### config.mk
export PLATFORM = sky130hd
export DESIGN_NAME = gb_stream_sched_flat
export DESIGN_NICKNAME = d
export VERILOG_FILES = /design/src/rtl/gb_pkg.sv /design/src/rtl/gb_stream_sched_if.sv /design/src/rtl/gb_pos_counter.sv /design/src/rtl/gb_stream_sched.sv /design/src/flat_wrapper.sv
export SDC_FILE = /design/constraint.sdc
export NUM_CORES = 1
export LEC_CHECK = 0
export BUFFER_PORTS_ARGS = -buffer_cell sky130_fd_sc_hd__buf_4
export CAP_MARGIN = 20
export CORE_ASPECT_RATIO = 1.4
export CORE_MARGIN = 8
export CORE_UTILIZATION = 57
export CTS_CLUSTER_SIZE = 25
export DETAILED_ROUTE_END_ITERATION = 10
export PLACE_DENSITY = 0.9
export REMOVE_ABC_BUFFERS = 1
export SETUP_SLACK_MARGIN = 0.4
export SLEW_MARGIN = 25
export SYNTH_ARGS = -nofsm -noshare
export SYNTH_HDL_FRONTEND = slang
export SYNTH_SLANG_ARGS = --single-unit
### constraint.sdc
create_clock -name clk -period 4.1 [get_ports clk]
set_input_delay 0.41 -clock clk [delete_from_list [all_inputs] [get_ports clk]]
set_output_delay 0.41 -clock clk [all_outputs]
set_load 0.02 [all_outputs]
### src/rtl/gb_pkg.sv
// Shared constants, widths and state type for the 9x9 Gaussian-blur stream sequencer.
package gb_pkg;
    localparam int COLS   = 488;
    localparam int ROWS   = 648;
    localparam int K      = 9;
    localparam int LB_NUM = 8;

    localparam int X_W   = 9;
    localparam int Y_W   = 10;
    localparam int SEL_W = 3;
    localparam int FRM_W = 4;

    typedef enum logic [1:0] {
        FILL   = 2'd0,
        STREAM = 2'd1,
        EOF    = 2'd2
    } gb_state_t;
endpackage

### src/rtl/gb_stream_sched_if.sv
// Stream handshakes plus line-buffer/stencil control between the scheduler (master) and datapath/ports (slave).
interface gb_stream_sched_if;
    import gb_pkg::*;

    logic             in_tvalid;
    logic             in_tready;
    logic             out_tvalid;
    logic             out_tready;
    logic             lb_wr_en;
    logic [SEL_W-1:0] lb_wr_sel;
    logic [X_W-1:0]   lb_addr;
    logic [Y_W-1:0]   row_cnt;
    logic             win_shift;
    logic             win_fire;

    modport master (
        input  in_tvalid, out_tready,
        output in_tready, out_tvalid, lb_wr_en, lb_wr_sel, lb_addr, row_cnt, win_shift, win_fire
    );

    modport slave (
        output in_tvalid, out_tready,
        input  in_tready, out_tvalid, lb_wr_en, lb_wr_sel, lb_addr, row_cnt, win_shift, win_fire
    );
endinterface

### src/rtl/gb_pos_counter.sv
// Pixel position (x, y) and line-buffer select counters; advance per accepted pixel.
module gb_pos_counter
    import gb_pkg::*;
#(
    parameter int P_COLS = COLS,
    parameter int P_ROWS = ROWS
) (
    input  logic             clk,
    input  logic             rst,
    input  logic             i_en,
    input  logic             i_clr,
    output logic [X_W-1:0]   o_x,
    output logic [Y_W-1:0]   o_y,
    output logic [SEL_W-1:0] o_sel,
    output logic             o_last_col,
    output logic             o_last_pix
);
    localparam logic [X_W-1:0] X_LAST = X_W'(P_COLS - 1);
    localparam logic [Y_W-1:0] Y_LAST = Y_W'(P_ROWS - 1);

    logic [X_W-1:0]   r_x;
    logic [Y_W-1:0]   r_y;
    logic [SEL_W-1:0] r_sel;
    logic             w_last_col;

    assign w_last_col = (r_x == X_LAST);

    // Select wraps naturally at 8 rows, one buffer per row of the K-1 history.
    always_ff @(posedge clk) begin
        if (rst || i_clr) begin
            r_x   <= '0;
            r_y   <= '0;
            r_sel <= '0;
        end else if (i_en) begin
            if (w_last_col) begin
                r_x   <= '0;
                r_y   <= r_y + Y_W'(1);
                r_sel <= r_sel + SEL_W'(1);
            end else begin
                r_x <= r_x + X_W'(1);
            end
        end
    end

    assign o_x        = r_x;
    assign o_y        = r_y;
    assign o_sel      = r_sel;
    assign o_last_col = w_last_col;
    assign o_last_pix = w_last_col && (r_y == Y_LAST);
endmodule

### src/rtl/gb_stream_sched.sv
// Sequencing controller for the 9x9 blur stencil: stream handshakes, window-valid decision, frame count.
//   state  | meaning
//   FILL   | first K-1 rows loading line buffers, no window output
//   STREAM | full window available from x>=K-1
//   EOF    | last pixel taken; drain pending output, then restart frame
module gb_stream_sched
    import gb_pkg::*;
#(
    parameter int P_COLS = COLS,
    parameter int P_ROWS = ROWS
) (
    input  logic                clk,
    input  logic                rst,
    input  logic                i_step,
    gb_stream_sched_if.master   io_strm,
    output logic [FRM_W-1:0]    o_frame_cnt,
    output logic                o_busy
);
    localparam logic [X_W-1:0] X_WIN       = X_W'(K - 1);
    localparam logic [Y_W-1:0] Y_WIN       = Y_W'(K - 1);
    localparam logic [Y_W-1:0] Y_FILL_LAST = Y_W'(K - 2);

    gb_state_t        r_state;
    logic             r_out_vld;
    logic [FRM_W-1:0] r_frame_cnt;

    logic             w_out_free;
    logic             w_in_tready;
    logic             w_acc;
    logic             w_fire;
    logic             w_eof_done;
    logic             w_last_col;
    logic             w_last_pix;
    logic [X_W-1:0]   w_x;
    logic [Y_W-1:0]   w_y;
    logic [SEL_W-1:0] w_sel;

    assign w_out_free  = !r_out_vld || io_strm.out_tready;
    assign w_in_tready = i_step && (r_state != EOF) && w_out_free;
    assign w_acc       = io_strm.in_tvalid && w_in_tready;
    assign w_fire      = w_acc && (w_y >= Y_WIN) && (w_x >= X_WIN);
    assign w_eof_done  = i_step && (r_state == EOF) && w_out_free;

    gb_pos_counter #(
        .P_COLS (P_COLS),
        .P_ROWS (P_ROWS)
    ) u_pos (
        .clk        (clk),
        .rst        (rst),
        .i_en       (w_acc),
        .i_clr      (w_eof_done),
        .o_x        (w_x),
        .o_y        (w_y),
        .o_sel      (w_sel),
        .o_last_col (w_last_col),
        .o_last_pix (w_last_pix)
    );

    // A fire takes priority over a drain so back-to-back windows keep the output slot full.
    always_ff @(posedge clk) begin
        if (rst) begin
            r_state     <= FILL;
            r_out_vld   <= 1'b0;
            r_frame_cnt <= '0;
        end else if (i_step) begin
            if (w_fire) begin
                r_out_vld <= 1'b1;
            end else if (io_strm.out_tready) begin
                r_out_vld <= 1'b0;
            end
            case (r_state)
                FILL: begin
                    if (w_acc && w_last_col && (w_y == Y_FILL_LAST)) r_state <= STREAM;
                end
                STREAM: begin
                    if (w_acc && w_last_pix) r_state <= EOF;
                end
                EOF: begin
                    if (w_out_free) begin
                        r_state     <= FILL;
                        r_frame_cnt <= r_frame_cnt + FRM_W'(1);
                    end
                end
                default: r_state <= FILL;
            endcase
        end
    end

    assign io_strm.in_tready  = w_in_tready;
    assign io_strm.out_tvalid = r_out_vld && i_step;
    assign io_strm.lb_wr_en   = w_acc;
    assign io_strm.win_shift  = w_acc;
    assign io_strm.win_fire   = w_fire;
    assign io_strm.lb_wr_sel  = w_sel;
    assign io_strm.lb_addr    = w_x;
    assign io_strm.row_cnt    = w_y;
    assign o_frame_cnt        = r_frame_cnt;
    assign o_busy             = (r_state != FILL) || (w_x != '0) || (w_y != '0);
endmodule

### src/flat_wrapper.sv
// flat-port wrapper written by rule: the top's interface ports become plain ports
module gb_stream_sched_flat import gb_pkg::*;
#(
    parameter int P_COLS = COLS,
    parameter int P_ROWS = ROWS
)
  (clk, rst, i_step, o_frame_cnt, o_busy, io_strm_in_tvalid, io_strm_out_tready, io_strm_in_tready, io_strm_out_tvalid, io_strm_lb_wr_en, io_strm_lb_wr_sel, io_strm_lb_addr, io_strm_row_cnt, io_strm_win_shift, io_strm_win_fire);
  gb_stream_sched_if io_strm_i ();
  input  logic clk;
  input  logic rst;
  input  logic i_step;
  output logic [FRM_W-1:0] o_frame_cnt;
  output logic o_busy;
  input wire logic [$bits(io_strm_i.in_tvalid)-1:0] io_strm_in_tvalid;
  input wire logic [$bits(io_strm_i.out_tready)-1:0] io_strm_out_tready;
  output wire logic [$bits(io_strm_i.in_tready)-1:0] io_strm_in_tready;
  output wire logic [$bits(io_strm_i.out_tvalid)-1:0] io_strm_out_tvalid;
  output wire logic [$bits(io_strm_i.lb_wr_en)-1:0] io_strm_lb_wr_en;
  output wire logic [$bits(io_strm_i.lb_wr_sel)-1:0] io_strm_lb_wr_sel;
  output wire logic [$bits(io_strm_i.lb_addr)-1:0] io_strm_lb_addr;
  output wire logic [$bits(io_strm_i.row_cnt)-1:0] io_strm_row_cnt;
  output wire logic [$bits(io_strm_i.win_shift)-1:0] io_strm_win_shift;
  output wire logic [$bits(io_strm_i.win_fire)-1:0] io_strm_win_fire;
  assign io_strm_i.in_tvalid = io_strm_in_tvalid;
  assign io_strm_i.out_tready = io_strm_out_tready;
  assign io_strm_in_tready = io_strm_i.in_tready;
  assign io_strm_out_tvalid = io_strm_i.out_tvalid;
  assign io_strm_lb_wr_en = io_strm_i.lb_wr_en;
  assign io_strm_lb_wr_sel = io_strm_i.lb_wr_sel;
  assign io_strm_lb_addr = io_strm_i.lb_addr;
  assign io_strm_row_cnt = io_strm_i.row_cnt;
  assign io_strm_win_shift = io_strm_i.win_shift;
  assign io_strm_win_fire = io_strm_i.win_fire;
  gb_stream_sched #(.P_COLS(P_COLS), .P_ROWS(P_ROWS)) u_core (.clk(clk), .rst(rst), .i_step(i_step), .io_strm(io_strm_i), .o_frame_cnt(o_frame_cnt), .o_busy(o_busy));
endmodule
# --- Yosys cells after proc, flatten, opt, wreduce, memory -nomap -nowiden ---
# Cells that the tools add are included.
word_totals:
  register_bits: 29
  out_inout_bits: 32
  wordCells: 54
op_classes:
  n_reduce_logical: 26
  muxes: 7
  add_sub_neg: 4
  n_lt_le_gt_ge: 2
  eq_ne: 9
ops:
  columns: ["op", "n"]
  rows:
  - ["1-bit logical AND", 12]
  - ["10-bit by 1-bit adder with 10-bit output, second input constant", 1]
  - ["10-bit == test, second input constant", 1]
  - ["10-bit by 3-bit == test with 1-bit output, second input constant", 1]
  - ["10-bit by 4-bit >= comparator with 1-bit output, second input constant", 1]
  - ["10-bit nonzero test", 1]
  - ["9-bit by 1-bit adder with 9-bit output, second input constant", 1]
  - ["9-bit == test, second input constant", 1]
  - ["9-bit by 4-bit >= comparator with 1-bit output, second input constant", 1]
  - ["9-bit 2-to-1 mux", 1]
  - ["9-bit nonzero test", 1]
  - ["2-bit 2-to-1 mux", 3]
  - ["2-bit by 1-bit inequality test with 1-bit output, second input constant", 3]
  - ["2-bit case mux with 3 select lines", 1]
  - ["4-bit by 1-bit adder with 4-bit output, second input constant", 1]
  - ["1-bit logical OR", 4]
  - ["2-bit AND reduction", 2]
  - ["4-bit AND reduction", 1]
  - ["2-bit nonzero test", 2]
  - ["3-bit by 1-bit adder with 3-bit output, second input constant", 1]
  - ["3-bit AND reduction", 1]
  - ["2-bit by 1-bit == test with 1-bit output, second input constant", 1]
  - ["2-bit == test, second input constant", 1]
  - ["2-bit logical NOT", 1]
  - ["3 further kinds", 4]

# --- Longest topological paths before layout ---
logic_depth:
  depth_word: 8
  ltp_mapped: 7
  depth_no_buf: 5

# --- Cells and area by module ---
# From an unflattened synthesis, not the netlist that was laid out.
unflattened:
  hier_cells: 173
  area_unflattened_um2: 1530.2
by_module_without_submodules:
  columns: ["mod", "seq_area_each_um2", "cells_each", "instances", "area_per_inst_um2"]
  rows:
  - ["gb_pos_counter", 440.4, 113, 1, 1034.7]
  - ["gb_stream_sched", 140.1, 60, 1, 495.5]

# --- Worst setup path after synthesis ---
# OpenSTA, ideal clock, no wires.
synth_timing:
  path_kind: "input port to output port"
  startpoint: "in io_strm_out_tready"
  endpoint: "out io_strm_win_fire"
  path_slack_ns: 2.072
  n_path_buf: 2
  t_arrival_ns: 1.618
  stages: 5
  cell_sequence: "nand2b_1 -> buf_2 -> and4_1 -> clkbuf_1 -> o311a_1"
synth_via:
  elab_chain_cells: 5
synth_rtl:
  columns: ["item", "line", "rtl"]
  rows:
  - ["start, declared", "flat_wrapper.sv:15", "input wire logic [$bits(io_strm_i.out_tready)-1:0] io_strm_out_tready;"]
  - ["1-bit logical OR", "gb_stream_sched.sv:38", "assign w_out_free = !r_out_vld || io_strm.out_tready;"]
  - ["1-bit logical AND", "gb_stream_sched.sv:39", "assign w_in_tready = i_step && (r_state != EOF) && w_out_free;"]
  - ["1-bit logical AND", "gb_stream_sched.sv:40", "assign w_acc = io_strm.in_tvalid && w_in_tready;"]
  - ["net io_strm_lb_wr_en", "flat_wrapper.sv:18", "output wire logic [$bits(io_strm_i.lb_wr_en)-1:0] io_strm_lb_wr_en;"]
  - ["1-bit logical AND (2 in a row)", "gb_stream_sched.sv:41", "assign w_fire = w_acc && (w_y >= Y_WIN) && (w_x >= X_WIN);"]
  - ["end, declared", "flat_wrapper.sv:23", "output wire logic [$bits(io_strm_i.win_fire)-1:0] io_strm_win_fire;"]
# The timed path passes the listed nets, and every way through them passes these cells.

# --- Worst setup path in the final report ---
layout_timing:
  startpoint: "reg u_core.u_pos.r_y[3] (netlist: u_core.u_pos.o_y[3])"
  endpoint: "out io_strm_win_fire"
layout_via:
  elab_chain_cells: 3
layout_rtl:
  columns: ["item", "line", "rtl"]
  rows:
  - ["start, declared", "gb_pos_counter.sv:22", "logic [Y_W-1:0] r_y;"]
  - ["start signal, assigned", "gb_pos_counter.sv:37", "r_y <= r_y + Y_W'(1);"]
  - ["10-bit by 4-bit >= comparator with 1-bit output", "gb_stream_sched.sv:41", null]
  - ["1-bit logical AND (2 in a row)", "gb_stream_sched.sv:41", null]
# Every way passes these cells.

==> run summary <==
Reg2Reg Setup Slack -> 2.08 ns
Port bufs -> 36
Final Slew Violations -> 0
Layout cell share with drive strength beyond 1 -> 22.3%
Max incr delay on CP -> 0.40 ns
Fin crit share -> 51.7%
Final min period -> 2.12 ns
Gpl congestion -> 0.767
Remaining global-route overflow -> 0
Post-Syn Area -> 0.00162 sq mm
I/O pin count -> 37
Req. time, crit path -> 3.69 ns
# setup viols final -> 0
Largest net degree at the start of global routing -> 33
Relative slew slack -> 57.7%
Hold EP -> u_core.o_frame_cnt[0]
Clock power frac -> 42.5%
Vias in the first global route -> 1,437
# diodes -> 0
Vias per cell -> 6.02
Area leader, netlist -> dfxtp_1
Final net count -> 231
H-tree depth -> 2
DRC Markers -> 0
Power share of the sequential group -> 51.9%
Setup Fix Bufs, Post-CTS -> 0
Pint -> 428 uW
TritonCTS buffer count -> 5
Global-route usage over all layers -> 16.6%
Post-Synth Simple-Gate Area -> 32.9%
Post-synthesis sequential area ratio -> 35.9%
Clock buffer depth -> 2
Asr flop ratio synth -> 0%
Core area -> 0.00279 sq mm
Cts hold-fix bufs -> 0
RSZ-0062 raised after global routing -> no
Global-route wire length before repair -> 6.34 mm
Avg Cell Area, Syn -> 8.51 sq um
EDFF count, synth -> 0
First-pass DRT Iterations -> 4
Switch Pwr -> 121 uW
CTS resizes -> 0
Final hold violations -> 0
R2R Path End -> u_core.u_pos.o_x[0]
Seq cells post-synth -> 29
Comb pwr share -> 5.6%
Leak pwr -> 0.000750 uW
Full die area -> 0.00482 sq mm
Clock Latency Late Sink -> 0.28 ns
Most frequent cells in the layout -> 36 x buf_4, 29 x dfxtp_1, 18 x a21oi_1
Clock-pin slew on the worst setup and hold paths -> 0.06 ns
Hold depth -> 2
Yosys warns -> 0
Worst Setup End Kind -> output port
DP Wirelength -> 2.77 mm
Critical path fanouts, max -> 8
Critical path startpoint category -> flip-flop
Rows -> 23
Worst slew pin tran -> 0.631 ns
Die Y -> 79.0 um
R2R cell count -> 5
PwrDens -> 281 mW/mm^2
Share of synthesized area spent on multiplexers -> 1.24%
Synth Area in Compound Gates -> 16.3%
Crit path kind -> flip-flop to output port
Net Sw Frac -> 22.0%
Layout area overhead -> 20.7%
Slowest CP cell -> nor3_1
Initial Utilization -> 57.9%
Synth area leaders -> dfxtp_1 36%, a21oi_1 5.6%, or4_1 5.1%
Synth top area share -> 35.9%
Post-synth top flop -> dfxtp_1
Root Buffer -> clkbuf_8
Finished Core Util -> 69.9%
Drt initial violations -> 50
HP Class -> primary input to flip-flop
Post-synthesis cell count -> 190
Antenna violation net count after detailed routing -> 0
VDD IR max -> 0.222 mV
Largest family of logic cells by synthesized area -> simple AND/OR/NAND/NOR gates
Final WL -> 3.84 mm
Adder-cell area share of the yosys netlist -> 4.64%
Num Clock Sinks -> 29
Maxcap violations -> 0
Max Freq -> 472 MHz
RR Startpoint -> u_core.u_pos.o_x[0]
Die W -> 61.0 um
Synth cell types -> 39
Min-Delay Startpoint -> rst
Worst Path Arrival -> 1.71 ns
Cells along the critical path -> nor3_1, nand2_1, o311a_1, buf_4
Routed len/inst -> 15.0 um
Initial antenna violation count -> 0
Setup TNS -> 0 ns
Outcome -> complete, no violations
CTS tree -> done
Vias -> 1,546
Clock skew -> 0.00581 ns
Post-Synth XOR/XNOR Area -> 3.25%
Most common cell after layout, fill and taps aside -> buf_4
==> final cells by class <==
type | count | area, sq um
flip-flops and latches | 29 | 581
well taps | 37 | 46.3
multi-input cells | 141 | 942
repair buffers | 36 | 270
inverters | 7 | 26.3
fillers | 241 | 840
clock buffers | 7 | 86.3
==> power groups by stage <==
| stage | Combinational (uW) | Clock [uW] | Sequential (uW) |
|---|---|---|---|
| 2_1_floorplan | 13.9 | 0 | 292 |
| 3_3_place_gp | 30.0 | 0 | 291 |
| 3_5_place_dp | 30.7 | 0 | 291 |
| 4_1_cts | 31.1 | 239 | 285 |
| 5_1_grt | 33.2 | 250 | 285 |
| 6_report | 30.7 | 234 | 285 |
==> worst max-delay path: cells and delay by family (launching register included) <==
family	cells	cell delay, ns
AO/OA/AOI/OAI	1	0.34
AND/OR/NAND/NOR	2	0.55
buffers and inverters	1	0.17
flip-flops	1	0.37
==> per-stage QoR <==
stage               hold WS (ns)  instances  instance area, sq um  setup slack [ns]  total power, uW
floorplan                  0.479        177                  1550              2.06              306
global placement           0.467        250                  1870              2.01              321
detailed placement         0.478        250                  1870              1.95              322
CTS                        0.355        257                  1950              1.99              555
global route               0.374        257                  1950              1.85              568
finish                     0.360        257                  1950              1.98              549
==> synth_stat cells (4+ instances only) <==
cell type	n
buf_2	6
a21oi_1	18
inv_1	7
and4_1	6
nor2_1	9
nand4_1	7
and3_1	4
nand3_1	11
ha_1	6
clkbuf_1	5
o31ai_1	10
dfxtp_1	29
or4_1	11
xor2_1	4
or3_1	5
o21ai_0	10
nand2_1	11
nor4_1	4
==> state kept, by name, indices dropped and copies added, names as in the netlist <==
| register | count |
|---|---|
| u_core.r_state | 2 |
| u_core.u_pos.o_sel | 3 |
| u_core.r_out_vld | 1 |
| u_core.u_pos.o_x | 9 |
| u_core.o_frame_cnt | 4 |
| u_core.u_pos.o_y | 10 |
==> cells by family after synthesis <==
family | after synthesis
xor gates and xnor gates | 6
adders and majority gates | 6
and+or+nand+nor | 83
AOI/OAI and AO/OA | 44
muxes | 2
DFF | 29
buffers and inverters | 20
==> layer usage <==
metal	vias to the layer above	global-route usage (%)	routed length [um]
met4	0	6.79	55
met2	34	28.5	1910
met3	5	4.52	194
met1	737	18.4	1680
met5	-	0	0
li1	770	-	-
==> worst max path at each step <==
stage / from / cells past startpoint / to
4_1_cts: u_core.r_out_vld / 4 / io_strm_win_fire
3_5_place_dp: io_strm_out_tready / 5 / u_core.u_pos.o_x[2]
2_1_floorplan: io_strm_out_tready / 3 / io_strm_win_fire
5_1_grt: u_core.r_out_vld / 4 / io_strm_win_fire
6_report: u_core.u_pos.o_y[3] / 4 / io_strm_win_fire
3_3_place_gp: io_strm_out_tready / 5 / u_core.u_pos.o_x[2]
No activity file was read; power rests on OpenSTA's default activity.
